**config.mk**
```make
export PLATFORM = sky130hd
export DESIGN_NAME = uart_msg_seq_flat
export DESIGN_NICKNAME = d
export VERILOG_FILES = /design/src/rtl/uart_msg_seq_pkg.sv /design/src/rtl/uart_msg_seq_if.sv /design/src/rtl/uart_msg_seq_buf.sv /design/src/rtl/uart_msg_seq.sv /design/src/flat_wrapper.sv
export SDC_FILE = /design/constraint.sdc
export NUM_CORES = 1
export LEC_CHECK = 0
export ABC_AREA = 1
export BUFFER_PORTS_ARGS = -buffer_cell sky130_fd_sc_hd__buf_2
export CORE_MARGIN = 2
export CORE_UTILIZATION = 31
export CTS_BUF_LIST = sky130_fd_sc_hd__clkbuf_4
export CTS_CLUSTER_DIAMETER = 50
export CTS_CLUSTER_SIZE = 40
export DETAILED_ROUTE_END_ITERATION = 16
export PLACE_DENSITY_LB_ADDON = 0.3
export SLEW_MARGIN = 20
export SYNTH_ARGS = -nofsm -noshare
export SYNTH_HDL_FRONTEND = slang
export SYNTH_SLANG_ARGS = --single-unit
```
**constraint.sdc**
```tcl
create_clock -name clk -period 2 [get_ports clk]
set_clock_uncertainty 0.2 [all_clocks]
set_input_delay 0.1 -clock clk [delete_from_list [all_inputs] [get_ports clk]]
set_output_delay 0.1 -clock clk [all_outputs]
set_load 0.05 [all_outputs]
```
**src/rtl/uart_msg_seq_pkg.sv**
```systemverilog
// Shared types and default constants for the UART message sequencer.
package uart_seq_pkg;

  typedef enum logic [2:0] {
    ST_IDLE   = 3'd0,
    ST_ISSUE  = 3'd1,
    ST_SETTLE = 3'd2,
    ST_WAIT   = 3'd3,
    ST_GAP    = 3'd4
  } state_t;

  localparam int DEF_MSG_DEPTH  = 32;
  localparam int DEF_DATA_W     = 8;
  localparam int DEF_SETTLE_CYC = 2;
  localparam int DEF_GAP_CYC    = 1000;

  // Counter widths cover the full legal parameter ranges (SETTLE 1..15, GAP < 2^20).
  localparam int SETTLE_W = 4;
  localparam int GAP_W    = 20;

endpackage

```
**src/rtl/uart_msg_seq_if.sv**
```systemverilog
// Control, buffer-write and UART signals of the message sequencer.
interface uart_msg_seq_if
  import uart_seq_pkg::*;
#(
  parameter int MSG_DEPTH = DEF_MSG_DEPTH,
  parameter int DATA_W    = DEF_DATA_W
);
  localparam int ADDR_W = $clog2(MSG_DEPTH);
  localparam int LEN_W  = $clog2(MSG_DEPTH + 1);

  logic              buf_wr_i;
  logic [ADDR_W-1:0] buf_addr_i;
  logic [DATA_W-1:0] buf_dat_i;
  logic [LEN_W-1:0]  len_i;
  logic              repeat_i;
  logic              start_i;
  logic              abort_i;
  logic              uart_busy_i;
  logic              uart_wr_o;
  logic [DATA_W-1:0] uart_dat_o;
  logic              busy_o;
  logic              done_o;
  logic              aborted_o;
  logic [ADDR_W-1:0] idx_o;

  modport master (
    output buf_wr_i, buf_addr_i, buf_dat_i, len_i, repeat_i, start_i, abort_i, uart_busy_i,
    input  uart_wr_o, uart_dat_o, busy_o, done_o, aborted_o, idx_o
  );

  modport slave (
    input  buf_wr_i, buf_addr_i, buf_dat_i, len_i, repeat_i, start_i, abort_i, uart_busy_i,
    output uart_wr_o, uart_dat_o, busy_o, done_o, aborted_o, idx_o
  );

endinterface

```
**src/rtl/uart_msg_seq_buf.sv**
```systemverilog
// Message buffer: synchronous write, asynchronous read (distributed RAM), never reset.
module msg_buf
  import uart_seq_pkg::*;
#(
  parameter int DEPTH  = DEF_MSG_DEPTH,
  parameter int DATA_W = DEF_DATA_W,
  localparam int ADDR_W = $clog2(DEPTH)
) (
  input  logic              clk,
  input  logic              wr_i,
  input  logic [ADDR_W-1:0] wr_addr_i,
  input  logic [DATA_W-1:0] wr_dat_i,
  input  logic [ADDR_W-1:0] rd_addr_i,
  output logic [DATA_W-1:0] rd_dat_o
);

  logic [DATA_W-1:0] r_mem [DEPTH];

  always_ff @(posedge clk) begin
    if (wr_i) begin
      r_mem[wr_addr_i] <= wr_dat_i;
    end
  end

  assign rd_dat_o = r_mem[rd_addr_i];

endmodule

```
**src/rtl/uart_msg_seq.sv**
```systemverilog
// Sends a buffered message to a UART one character at a time, optionally repeating it.
module uart_msg_seq
  import uart_seq_pkg::*;
#(
  parameter int MSG_DEPTH  = DEF_MSG_DEPTH,
  parameter int DATA_W     = DEF_DATA_W,
  parameter int SETTLE_CYC = DEF_SETTLE_CYC,
  parameter int GAP_CYC    = DEF_GAP_CYC
) (
  input logic           clk,
  input logic           rst,
  uart_msg_seq_if.slave bus
);

  localparam int ADDR_W = $clog2(MSG_DEPTH);
  localparam int LEN_W  = $clog2(MSG_DEPTH + 1);
  localparam logic [LEN_W-1:0]    LEN_MAX     = LEN_W'(MSG_DEPTH);
  localparam logic [SETTLE_W-1:0] SETTLE_LAST = SETTLE_W'(SETTLE_CYC - 1);
  localparam logic [GAP_W-1:0]    GAP_LAST    = GAP_W'(GAP_CYC - 1);

  state_t              r_state;
  logic [LEN_W-1:0]    r_len;
  logic                r_rep;
  logic [ADDR_W-1:0]   r_idx;
  logic [SETTLE_W-1:0] r_settle;
  logic [GAP_W-1:0]    r_gap;
  logic [DATA_W-1:0]   r_dat;
  logic                r_done;
  logic                r_aborted;

  logic [DATA_W-1:0]   w_rd_dat;
  logic                w_last;

  msg_buf #(
    .DEPTH  (MSG_DEPTH),
    .DATA_W (DATA_W)
  ) u_buf (
    .clk       (clk),
    .wr_i      (bus.buf_wr_i),
    .wr_addr_i (bus.buf_addr_i),
    .wr_dat_i  (bus.buf_dat_i),
    .rd_addr_i (r_idx),
    .rd_dat_o  (w_rd_dat)
  );

  assign w_last = (LEN_W'(r_idx) == (r_len - LEN_W'(1)));

  always_ff @(posedge clk) begin
    if (rst) begin
      r_state   <= ST_IDLE;
      r_len     <= '0;
      r_rep     <= 1'b0;
      r_idx     <= '0;
      r_settle  <= '0;
      r_gap     <= '0;
      r_done    <= 1'b0;
      r_aborted <= 1'b0;
    end else begin
      r_done    <= 1'b0;
      r_aborted <= 1'b0;
      if (r_state != ST_IDLE && bus.abort_i) begin
        r_state   <= ST_IDLE;
        r_idx     <= '0;
        r_aborted <= 1'b1;
      end else begin
        case (r_state)
          ST_IDLE: begin
            if (bus.start_i) begin
              r_len <= (bus.len_i > LEN_MAX) ? LEN_MAX : bus.len_i;
              r_rep <= bus.repeat_i;
              r_idx <= '0;
              if (bus.len_i == '0) begin
                r_done <= 1'b1;
              end else begin
                r_state <= ST_ISSUE;
              end
            end
          end
          ST_ISSUE: begin
            r_settle <= '0;
            r_state  <= ST_SETTLE;
          end
          ST_SETTLE: begin
            if (r_settle == SETTLE_LAST) begin
              r_state <= ST_WAIT;
            end else begin
              r_settle <= r_settle + 1'b1;
            end
          end
          ST_WAIT: begin
            if (!bus.uart_busy_i) begin
              if (!w_last) begin
                r_idx   <= r_idx + 1'b1;
                r_state <= ST_ISSUE;
              end else if (r_rep) begin
                if (GAP_CYC == 0) begin
                  r_idx   <= '0;
                  r_state <= ST_ISSUE;
                end else begin
                  r_gap   <= '0;
                  r_state <= ST_GAP;
                end
              end else begin
                r_idx   <= '0;
                r_done  <= 1'b1;
                r_state <= ST_IDLE;
              end
            end
          end
          ST_GAP: begin
            if (r_gap == GAP_LAST) begin
              r_idx   <= '0;
              r_state <= ST_ISSUE;
            end else begin
              r_gap <= r_gap + 1'b1;
            end
          end
          default: r_state <= ST_IDLE;
        endcase
      end
    end
  end

  // The character is captured during ISSUE (even if aborted) so it stays on the bus afterwards.
  always_ff @(posedge clk) begin
    if (rst) begin
      r_dat <= '0;
    end else if (r_state == ST_ISSUE) begin
      r_dat <= w_rd_dat;
    end
  end

  // During ISSUE the live read is shown so a same-cycle write cannot alter the sent byte.
  assign bus.uart_wr_o  = (r_state == ST_ISSUE);
  assign bus.uart_dat_o = (r_state == ST_ISSUE) ? w_rd_dat : r_dat;
  assign bus.busy_o     = (r_state != ST_IDLE);
  assign bus.done_o     = r_done;
  assign bus.aborted_o  = r_aborted;
  assign bus.idx_o      = r_idx;

endmodule

```
**src/flat_wrapper.sv**
```systemverilog
// flat-port wrapper written by rule: the top's interface ports become plain ports
module uart_msg_seq_flat import uart_seq_pkg::*;
#(
  parameter int MSG_DEPTH  = DEF_MSG_DEPTH,
  parameter int DATA_W     = DEF_DATA_W,
  parameter int SETTLE_CYC = DEF_SETTLE_CYC,
  parameter int GAP_CYC    = DEF_GAP_CYC
)
  (clk, rst, bus_buf_wr_i, bus_buf_addr_i, bus_buf_dat_i, bus_len_i, bus_repeat_i, bus_start_i, bus_abort_i, bus_uart_busy_i, bus_uart_wr_o, bus_uart_dat_o, bus_busy_o, bus_done_o, bus_aborted_o, bus_idx_o);
  uart_msg_seq_if #(.MSG_DEPTH(MSG_DEPTH), .DATA_W(DATA_W)) bus_i ();
  input logic clk;
  input logic rst;
  input wire logic [$bits(bus_i.buf_wr_i)-1:0] bus_buf_wr_i;
  input wire logic [$bits(bus_i.buf_addr_i)-1:0] bus_buf_addr_i;
  input wire logic [$bits(bus_i.buf_dat_i)-1:0] bus_buf_dat_i;
  input wire logic [$bits(bus_i.len_i)-1:0] bus_len_i;
  input wire logic [$bits(bus_i.repeat_i)-1:0] bus_repeat_i;
  input wire logic [$bits(bus_i.start_i)-1:0] bus_start_i;
  input wire logic [$bits(bus_i.abort_i)-1:0] bus_abort_i;
  input wire logic [$bits(bus_i.uart_busy_i)-1:0] bus_uart_busy_i;
  output wire logic [$bits(bus_i.uart_wr_o)-1:0] bus_uart_wr_o;
  output wire logic [$bits(bus_i.uart_dat_o)-1:0] bus_uart_dat_o;
  output wire logic [$bits(bus_i.busy_o)-1:0] bus_busy_o;
  output wire logic [$bits(bus_i.done_o)-1:0] bus_done_o;
  output wire logic [$bits(bus_i.aborted_o)-1:0] bus_aborted_o;
  output wire logic [$bits(bus_i.idx_o)-1:0] bus_idx_o;
  assign bus_i.buf_wr_i = bus_buf_wr_i;
  assign bus_i.buf_addr_i = bus_buf_addr_i;
  assign bus_i.buf_dat_i = bus_buf_dat_i;
  assign bus_i.len_i = bus_len_i;
  assign bus_i.repeat_i = bus_repeat_i;
  assign bus_i.start_i = bus_start_i;
  assign bus_i.abort_i = bus_abort_i;
  assign bus_i.uart_busy_i = bus_uart_busy_i;
  assign bus_uart_wr_o = bus_i.uart_wr_o;
  assign bus_uart_dat_o = bus_i.uart_dat_o;
  assign bus_busy_o = bus_i.busy_o;
  assign bus_done_o = bus_i.done_o;
  assign bus_aborted_o = bus_i.aborted_o;
  assign bus_idx_o = bus_i.idx_o;
  uart_msg_seq #(.MSG_DEPTH(MSG_DEPTH), .DATA_W(DATA_W), .SETTLE_CYC(SETTLE_CYC), .GAP_CYC(GAP_CYC)) u_core (.clk(clk), .rst(rst), .bus(bus_i));
endmodule
```
==> results.json, run 1 <==
{
  "grt_first_pass_wirelength_um": 58400,
  "vias": 10500,
  "route.final.wire_length_um": 38400,
  "maxSlewHeadroom_pct": 46.8,
  "status": "finished with violations",
  "fin_nets": 1559,
  "cts_tree": "built",
  "yosys_warnings": 0,
  "final_common_cell": "edfxtp_1",
  "antenna_found_initial": 1,
  "p_leak_nw": 6.32,
  "numPortBuffers": 42,
  "multi_input_area_um2": 5070,
  "areaGrowthSynthToFinish_pct": 32.8,
  "num_rows": 76,
  "rrSetupSlack_ns": -0.08,
  "synth.ff_latch_count": 310,
  "setup_tns_ns": -8.65,
  "htreeDepth": 1,
  "synthFlopType": "edfxtp_1",
  "grt.total_usage_pct": 16.9,
  "drt_first_pass_iters": 5,
  "io_pins": 43,
  "worstPathArrival_ns": 2.65,
  "synth_area_um2": 13400,
  "worstReg2RegStart": "u_core.r_len[1]",
  "path_class": "register to output port",
  "worstPathRequired_ns": 1.70,
  "p_int_mw": 10.3,
  "die_h_um": 212,
  "swShare_pct": 36.4,
  "final_cell_mix": "edfxtp_1, nand2_1, nor2_1",
  "grt_max_degree": 40,
  "tightest_slew_ns": 0.798,
  "reg2reg_depth": 13,
  "holdCritStartpoint": "bus_uart_busy_i",
  "avgSynthCellArea_um2": 10.1,
  "drt_iter0_drc": 834,
  "final-setup-viol-count": 38,
  "fin_crit_ns": 2.95,
  "root_buffer": "clkbuf_4",
  "ant_nets": 0,
  "cp_max_fo": 7,
  "fillers": 4037,
  "hold_depth": 4,
  "violations": "setup timing",
  "setup_slack_ns": -0.952,
  "p_comb_share_pct": 33.1,
  "cts_buffers": 31,
  "cts.sinks": 310,
  "synth_cells": 1329,
  "async_flop_share_pct": 0,
  "clock.fmax_ghz": 0.339,
  "synth_cell_type_count": 36,
  "vias_per_cell": 4.89,
  "slew_viol_final": 0,
  "start_util_pct": 31.3,
  "clockBufferDepth": 3,
  "power.switching_mw": 5.90,
  "reg2reg_to": "u_core.r_gap[12]",
  "hold_class": "input pin to register",
  "hold_violations": 0,
  "critPathLaunchType": "register",
  "clk_pin_slew_ns": 0.16,
  "post-place-ws_ns": -0.219,
  "hold_end": "u_core.r_state[0]",
  "place_congestion": 0.811,
  "die_w_um": 212,
  "final_core_util_pct": 41.5,
  "yosysSeqAreaShare_pct": 65.4,
  "synth_edf_count": 256,
  "clock_latency_ns": 0.83,
  "die_area_um2": 45000,
  "rsz0062_at_grt": "true",
  "core-area_um2": 42900,
  "grt_pass1_vias": 10200,
  "finalCritPeriodShare_pct": 148,
  "power_frac_seq_pct": 44.8,
  "seqCellArea_um2": 8780,
  "drc": 0,
  "layout-drive-gt1-share_pct": 30.3,
  "end_kind": "output port",
  "p_per_area_nw_per_um2": 911,
  "drv_cap": 0,
  "ir_drop_v": 0.000691,
  "grt_overflow": 0,
  "clkPwrFrac_pct": 22.1,
  "dp_hpwl_um": 22500,
  "wl_per_cell_um": 17.9,
  "synth_nets": 1360
}
==> flip-flops by register name, indices dropped and copies added (netlist names), named ones only <==
signal                count
u_core.r_state            3
u_core.u_buf.r_mem      256
u_core.bus.done_o         1
u_core.bus.idx_o          5
u_core.r_rep              1
u_core.r_len              6
u_core.r_dat              8
u_core.r_settle           4
u_core.bus.aborted_o      1
u_core.r_gap             20
==> power by group through the flow <==
stage / Combinational [mW] / Sequential [mW] / Clock [mW]
after floorplan: 2.41 / 7.42 / 0
after global placement: 3.85 / 7.39 / 0
after detailed placement: 3.88 / 7.39 / 0
after CTS: 4.77 / 7.27 / 3.69
after global routing: 5.79 / 7.30 / 3.92
final: 5.37 / 7.27 / 3.58
==> per-stage QoR <==
stage               std cells  hold slack [ns]  area, um^2  total power [mW]
floorplan                1329         -0.00113       13400              9.84
global placement         2002            0.169       15100              11.2
detailed placement       2002            0.171       15100              11.3
CTS                      2127           0.0244       17100              15.7
global route             2139           0.0873       17800              17.0
finish                   2139            0.101       17800              16.2
==> worst max path at each step <==
| stage | startpoint | to | depth (start not counted) | slack [ns] |
|---|---|---|---|---|
| floorplan | u_core.bus.idx_o[0] | u_core.r_gap[1] | 12 | 0.01 |
| global placement | register | bus_uart_dat_o[6] | 12 | -0.24 |
| detailed placement | register | bus_uart_dat_o[6] | 12 | -0.22 |
| CTS | register | bus_uart_dat_o[0] | 11 | -0.99 |
| global route | register | bus_uart_dat_o[6] | 12 | -1.04 |
| finish | register | bus_uart_dat_o[4] | 12 | -0.95 |
==> cells in the mapped netlist (all sizes together), types with 2 or more instances <==
| master | instances | area (um^2) |
|---|---|---|
| a211oi | 3 | 22.5 |
| a21oi | 70 | 365 |
| a22oi | 3 | 22.5 |
| buf | 31 | 183 |
| clkbuf | 34 | 128 |
| clkinv | 2 | 7.51 |
| dfxtp | 54 | 1080 |
| edfxtp | 256 | 7690 |
| ha | 5 | 62.6 |
| inv | 70 | 263 |
| nand2 | 312 | 1180 |
| nand3 | 161 | 821 |
| nand4 | 10 | 62.6 |
| nor2 | 169 | 657 |
| nor3 | 10 | 61.3 |
| nor3b | 3 | 22.5 |
| o21ai | 83 | 415 |
| o22ai | 32 | 200 |
| or2 | 3 | 18.8 |
| xnor2 | 4 | 35.0 |
| xor2 | 10 | 87.6 |
==> cell type report <==
| class | instances | area share [%] |
|---|---|---|
| timing repair buffer | 231 | 13.7 |
| clock inverter | 25 | 1.41 |
| antenna | 1 | 0.0141 |
| tap | 585 | 4.11 |
| sequential | 310 | 49.3 |
| inverter | 72 | 1.57 |
| multi-input combinational | 882 | 28.5 |
| clock buffer | 33 | 1.39 |
==> cells by family (layout without fill, tap and decap cells) <==
logic type                 count (synthesis)  after routing  share of synthesized area (%)
DFF                                      310            310                           65.4
AOI/OAI and AO/OA                        194            194                           7.81
other                                      0              1                              0
xor gates and xnor gates                  14             14                          0.914
and+or+nand+nor                          669            669                           21.1
buffers and inverters                    137            361                           4.33
adders and majority gates                  5              5                          0.466
==> layer usage <==
| layer | routed length, um | global-route usage, % | vias to the layer above |
|---|---|---|---|
| met5 | 0 | 0 | - |
| met4 | 719 | 4.78 | 0 |
| met3 | 2250 | 2.47 | 56 |
| met2 | 18000 | 27.2 | 273 |
| met1 | 17400 | 23.7 | 5119 |
| li1 | - | - | 5016 |
==> worst max-delay path, cell delays in order (launching register included) <==
cell and delay, ns:
dfxtp_4 0.42, buf_12 0.17, buf_12 0.18, clkbuf_16 0.17, o21ai_2 0.05, o22ai_1 0.20, nand2_1 0.10, nand2_1 0.07
nand2_1 0.06, nand3_2 0.09, nand3_4 0.10, nand2_4 0.09, buf_8 0.14
==> timing repair <==
item / CTS / global route
gates resized for setup: 162 / 184
cloned: 13 / 5
endpoints found under the setup margin: 47 / 60
pin swaps: 56 / 97
setup buffers: 14 / 13
hold endpoints to repair: 566 / 0
hold buffers: 40 / 0
Note: power is estimated with default switching activity, not from simulation.
==> run 2, diff against run 1 <==
--- a/config.mk
+++ b/config.mk
@@ -7,6 +7,8 @@
 export LEC_CHECK = 0
 export ABC_AREA = 1
 export BUFFER_PORTS_ARGS = -buffer_cell sky130_fd_sc_hd__buf_2
+export CELL_PAD_IN_SITES_DETAIL_PLACEMENT = 1
+export CELL_PAD_IN_SITES_GLOBAL_PLACEMENT = 1
 export CORE_MARGIN = 2
 export CORE_UTILIZATION = 31
 export CTS_BUF_LIST = sky130_fd_sc_hd__clkbuf_4
==> results.json, run 2 (synthesis results as in run 1) <==
{
  "worstPathRequired_ns": 1.70,
  "setup_slack_ns": -0.836,
  "tightest_slew_ns": 0.764,
  "largest-register": "u_core.u_buf.r_mem",
  "finalCritPeriodShare_pct": 142,
  "place_congestion": 0.819,
  "dr_wl_met2_um": 21500,
  "reg2reg_depth": 13,
  "clockBufferDepth": 3,
  "ant_nets": 0,
  "violations": "setup timing",
  "p_per_area_nw_per_um2": 954,
  "areaGrowthSynthToFinish_pct": 37.3,
  "slew_viol_final": 0,
  "path_class": "register to output port",
  "die_h_um": 212,
  "num_rows": 76,
  "end_kind": "output port",
  "status": "finished with violations",
  "root_buffer": "clkbuf_4",
  "rsz0062_at_grt": "true",
  "place_area_um2": 15400,
  "clk_pin_slew_ns": 0.14,
  "vias": 10800,
  "top_layer": "met4",
  "holdCritStartpoint": "rst",
  "start_util_pct": 31.3,
  "grt_pass1_vias": 11500,
  "fin_area_um2": 18400,
  "vias_per_cell": 4.94,
  "fin_nets": 1603,
  "hold_end": "u_core.r_state[1]",
  "cts_tree": "built",
  "critPathLaunchType": "register",
  "final-setup-viol-count": 44,
  "final_cell_mix": "edfxtp_1, nand2_1, nor2_1",
  "numPortBuffers": 42,
  "grt_first_pass_wirelength_um": 67100,
  "met1Wirelength_um": 19100,
  "maxSlewHeadroom_pct": 49.1,
  "hold_violations": 0,
  "dp_hpwl_um": 26000,
  "clock.fmax_ghz": 0.353,
  "wl_met3_um": 1990,
  "wl_per_cell_um": 19.8,
  "largestRegisters": "u_core.u_buf.r_mem x256, u_core.r_gap x20, u_core.r_dat x8",
  "largest_register_ff_count": 256,
  "route.final.wire_length_um": 43400,
  "cp_max_fo": 7,
  "fin_crit_ns": 2.84,
  "final_common_cell": "edfxtp_1",
  "holdWs_ns": 0.107,
  "hold_depth": 6,
  "ir_drop_v": 0.000542,
  "grt.total_usage_pct": 19.5,
  "cts.sinks": 310,
  "io_pins": 43,
  "die_area_um2": 45000,
  "grt_overflow": 0,
  "htreeDepth": 2,
  "p_leak_nw": 6.63,
  "drc": 0,
  "layout-drive-gt1-share_pct": 35.6,
  "reg2reg_to": "u_core.bus.idx_o[4]",
  "die_w_um": 212,
  "clock_latency_ns": 0.78,
  "worstReg2RegStart": "u_core.r_len[0]",
  "drt_iter0_drc": 701,
  "drv_cap": 0,
  "hold_class": "input pin to register",
  "cts_buffers": 35,
  "drt_first_pass_iters": 5,
  "worstPathArrival_ns": 2.54,
  "core-area_um2": 42900,
  "antenna_found_initial": 2,
  "rrSetupSlack_ns": -0.19,
  "grt_max_degree": 44,
  "total_power_mw": 17.6
}
[run 2: repair_timing]
action / 4_1_cts / 5_1_grt
setup buffers: 25 / 16
pin swaps: 89 / 125
hold endpoints to repair: 566 / 248
endpoints found under the setup margin: 50 / 66
hold buffers: 39 / 3
resized for setup: 205 / 226
cloned: 11 / 4
[run 2: per-stage QoR]
stage / instances / util, % / setup WS [ns] / setup TNS, ns
final: 2187 / 43.0 / -0.836 / -10.44
after global routing: 2187 / 43.0 / -0.980 / -15.24
after CTS: 2175 / 41.0 / -1.00 / -13.03
after detailed placement: 2037 / 35.8 / -0.319 / -7.47
after global placement: 2037 / 35.8 / -0.282 / -4.87
after floorplan: 1329 / - / 0.0102 / 0
[run 2: layer usage]
metal | vias up | track usage (%)
met4 | 0 | 4.15
met1 | 5471 | 26.0
met3 | 48 | 3.49
met5 | - | 0
met2 | 193 | 33.3
li1 | 5102 | -
[run 2: worst max-delay path: stages (launching register included)]
cell	delay, ns
dfxtp_4	0.47
buf_12	0.18
buf_12	0.14
o21ai_2	0.06
o22ai_1	0.20
nand2_1	0.11
nand2_2	0.11
nand2_2	0.06
nand3_2	0.09
nand3_2	0.11
nand2_2	0.09
buf_8	0.14
[run 2: how the worst max path moves through the flow]
stage	start	to	depth (start not counted)
after detailed placement	register	bus_uart_dat_o[0]	12
after global routing	register	bus_uart_dat_o[6]	12
after floorplan	u_core.bus.idx_o[0]	u_core.r_gap[1]	12
after CTS	register	bus_uart_dat_o[2]	13
after global placement	register	bus_uart_dat_o[0]	12
final	register	bus_uart_dat_o[4]	11
[run 2: area by class of cell]
| type | instances | area, um^2 |
|---|---|---|
| Fill cell | 4642 | 24500 |
| Sequential cell | 310 | 8790 |
| Multi-Input combinational cell | 882 | 5270 |
| Timing Repair Buffer | 271 | 2760 |
| Tap cell | 585 | 732 |
| Clock inverter | 26 | 307 |
| Clock buffer | 38 | 285 |
| Inverter | 72 | 278 |
| Antenna cell | 3 | 7.51 |
[run 2: report_power, final]
group,total [mW],internal [mW],switching [mW]
Clock,4.08,1.58,2.50
Sequential,7.29,7.17,0.127
Combinational,6.20,2.57,3.63
==> run 3, diff against run 2 <==
--- a/config.mk
+++ b/config.mk
@@ -16,6 +16,7 @@
 export CTS_CLUSTER_SIZE = 40
 export DETAILED_ROUTE_END_ITERATION = 16
 export PLACE_DENSITY_LB_ADDON = 0.3
+export RECOVER_POWER = 50
 export SLEW_MARGIN = 20
 export SYNTH_ARGS = -nofsm -noshare
 export SYNTH_HDL_FRONTEND = slang
==> results.json, run 3 (synthesis results as in run 1) <==
{
  "clk_pin_slew_ns": 0.14,
  "hold_violations": 0,
  "status": "finished with violations",
  "setup_slack_ns": -0.838,
  "path_class": "register to output port",
  "num_rows": 76,
  "hold_class": "input pin to register",
  "root_buffer": "clkbuf_4",
  "critPathLaunchType": "register",
  "rsz0062_at_grt": "true",
  "die_w_um": 212,
  "cts.sinks": 310,
  "largestRegisters": "u_core.u_buf.r_mem x256, u_core.r_gap x20, u_core.r_dat x8",
  "grt_max_degree": 44,
  "p_comb_share_pct": 35.2,
  "power_frac_seq_pct": 41.5,
  "die_h_um": 212,
  "largest-register": "u_core.u_buf.r_mem",
  "grt_overflow": 0,
  "final-setup-viol-count": 44,
  "worstPathRequired_ns": 1.70,
  "antenna_found_initial": 2,
  "power.switching_mw": 6.24,
  "drc": 0,
  "final_common_cell": "edfxtp_1",
  "die_area_um2": 45000,
  "drt_first_pass_iters": 5,
  "io_pins": 43,
  "route.final.wire_length_um": 43400,
  "p_int_mw": 11.3,
  "fin_nets": 1603,
  "end_kind": "output port",
  "hold_depth": 6,
  "largest_register_ff_count": 256,
  "holdCritStartpoint": "rst",
  "htreeDepth": 2,
  "slew_viol_final": 66,
  "cp_max_fo": 7,
  "place_congestion": 0.819,
  "cts_tree": "built",
  "finalCritPeriodShare_pct": 142,
  "clock.fmax_ghz": 0.352,
  "areaGrowthSynthToFinish_pct": 37.2,
  "grt_pass1_vias": 11500,
  "reg2reg_to": "u_core.bus.idx_o[4]",
  "start_util_pct": 31.3,
  "reg2reg_depth": 13,
  "ir_drop_v": 0.000542,
  "drt_iter0_drc": 725,
  "maxSlewHeadroom_pct": -11.8,
  "worstReg2RegStart": "u_core.r_len[0]",
  "wl_per_cell_um": 19.9,
  "violations": "capacitance limit, slew limit, setup timing",
  "cts_buffers": 35,
  "hold_end": "u_core.r_state[1]",
  "vias_per_cell": 4.95,
  "holdWs_ns": 0.105,
  "clock_latency_ns": 0.79,
  "layout-drive-gt1-share_pct": 35.1,
  "drv_cap": 2,
  "fin_crit_ns": 2.84,
  "tightest_slew_ns": 1.68,
  "clkPwrFrac_pct": 23.2,
  "worstPathArrival_ns": 2.54,
  "vias": 10800,
  "grt.total_usage_pct": 19.5,
  "core-area_um2": 42900,
  "p_per_area_nw_per_um2": 954,
  "grt_first_pass_wirelength_um": 67100,
  "numPortBuffers": 42,
  "final_cell_mix": "edfxtp_1, nand2_1, nor2_1",
  "swShare_pct": 35.5,
  "ant_nets": 0,
  "fin_area_um2": 18400,
  "place_area_um2": 15400,
  "p_leak_nw": 6.61,
  "dp_hpwl_um": 26000,
  "rrSetupSlack_ns": -0.19,
  "total_power_mw": 17.6,
  "clockBufferDepth": 3
}
-- run 3: cell count changes in the layout (fill, tap and decap cells not counted) --
cell	before	now
clkbuf_1	0	7
clkbuf_2	0	5
inv_2	10	9
buf_4	126	122
inv_1	58	59
buf_2	32	24
-- run 3: per-layer routing --
metal	vias to the layer above	part of all wire [%]	global-route usage (%)
met5	-	0	0
met4	0	1.9	4.15
met3	49	4.6	3.49
met2	207	49	33.3
met1	5460	44	26.0
li1	5099	-	-
-- run 3: worst max-delay path by stage --
stage	slack (ns)	depth (start not counted)	from	to
CTS	-1.0	13	register	bus_uart_dat_o[2]
floorplan	0.01	12	u_core.bus.idx_o[0]	u_core.r_gap[1]
finish	-0.84	11	register	bus_uart_dat_o[4]
global placement	-0.28	12	register	bus_uart_dat_o[0]
global route	-0.98	12	register	bus_uart_dat_o[6]
detailed placement	-0.32	12	register	bus_uart_dat_o[0]
-- run 3: what timing repair did --
| item | CTS | global route |
|---|---|---|
| gates resized for setup | 205 | 226 |
| cloned | 11 | 4 |
| buffers inserted | 25 | 16 |
| hold endpoints to repair | 566 | 248 |
| endpoints found under the setup margin | 50 | 66 |
| hold buffers | 39 | 3 |
| pin swaps | 89 | 125 |
-- run 3: area by class of cell --
cell class | instances | area [um^2]
timing repair buffer | 271 | 2740
clock inverter | 26 | 307
sequential | 310 | 8790
clock buffer | 38 | 285
tap | 585 | 732
multi-input combinational | 882 | 5270
inverter | 72 | 278
fill | 4641 | 24500
antenna | 3 | 7.51
-- run 3: power by group through the flow --
stage	combinational [mW]	sequential (mW)	clock, mW
global route	6.66	7.32	4.49
floorplan	2.41	7.42	0
global placement	4.16	7.40	0
CTS	5.34	7.28	4.23
detailed placement	4.25	7.41	0
finish	6.19	7.30	4.08
-- run 3: critical path: stages (launching register included) --
cell	delay, ns
dfxtp_4	0.47
buf_12	0.18
buf_12	0.14
o21ai_2	0.06
o22ai_1	0.21
nand2_1	0.10
nand2_2	0.11
nand2_2	0.06
nand3_2	0.08
nand3_2	0.11
nand2_2	0.09
buf_8	0.14
-- run 3: stage by stage --
| step | setup WS (ns) | utilization (%) | setup TNS, ns | cells |
|---|---|---|---|---|
| floorplan | 0.0102 | - | 0 | 1329 |
| global placement | -0.282 | 35.8 | -4.87 | 2037 |
| detailed placement | -0.319 | 35.8 | -7.47 | 2037 |
| CTS | -1.00 | 41.0 | -13.03 | 2175 |
| global route | -0.980 | 42.9 | -15.24 | 2187 |
| finish | -0.838 | 42.9 | -10.50 | 2187 |
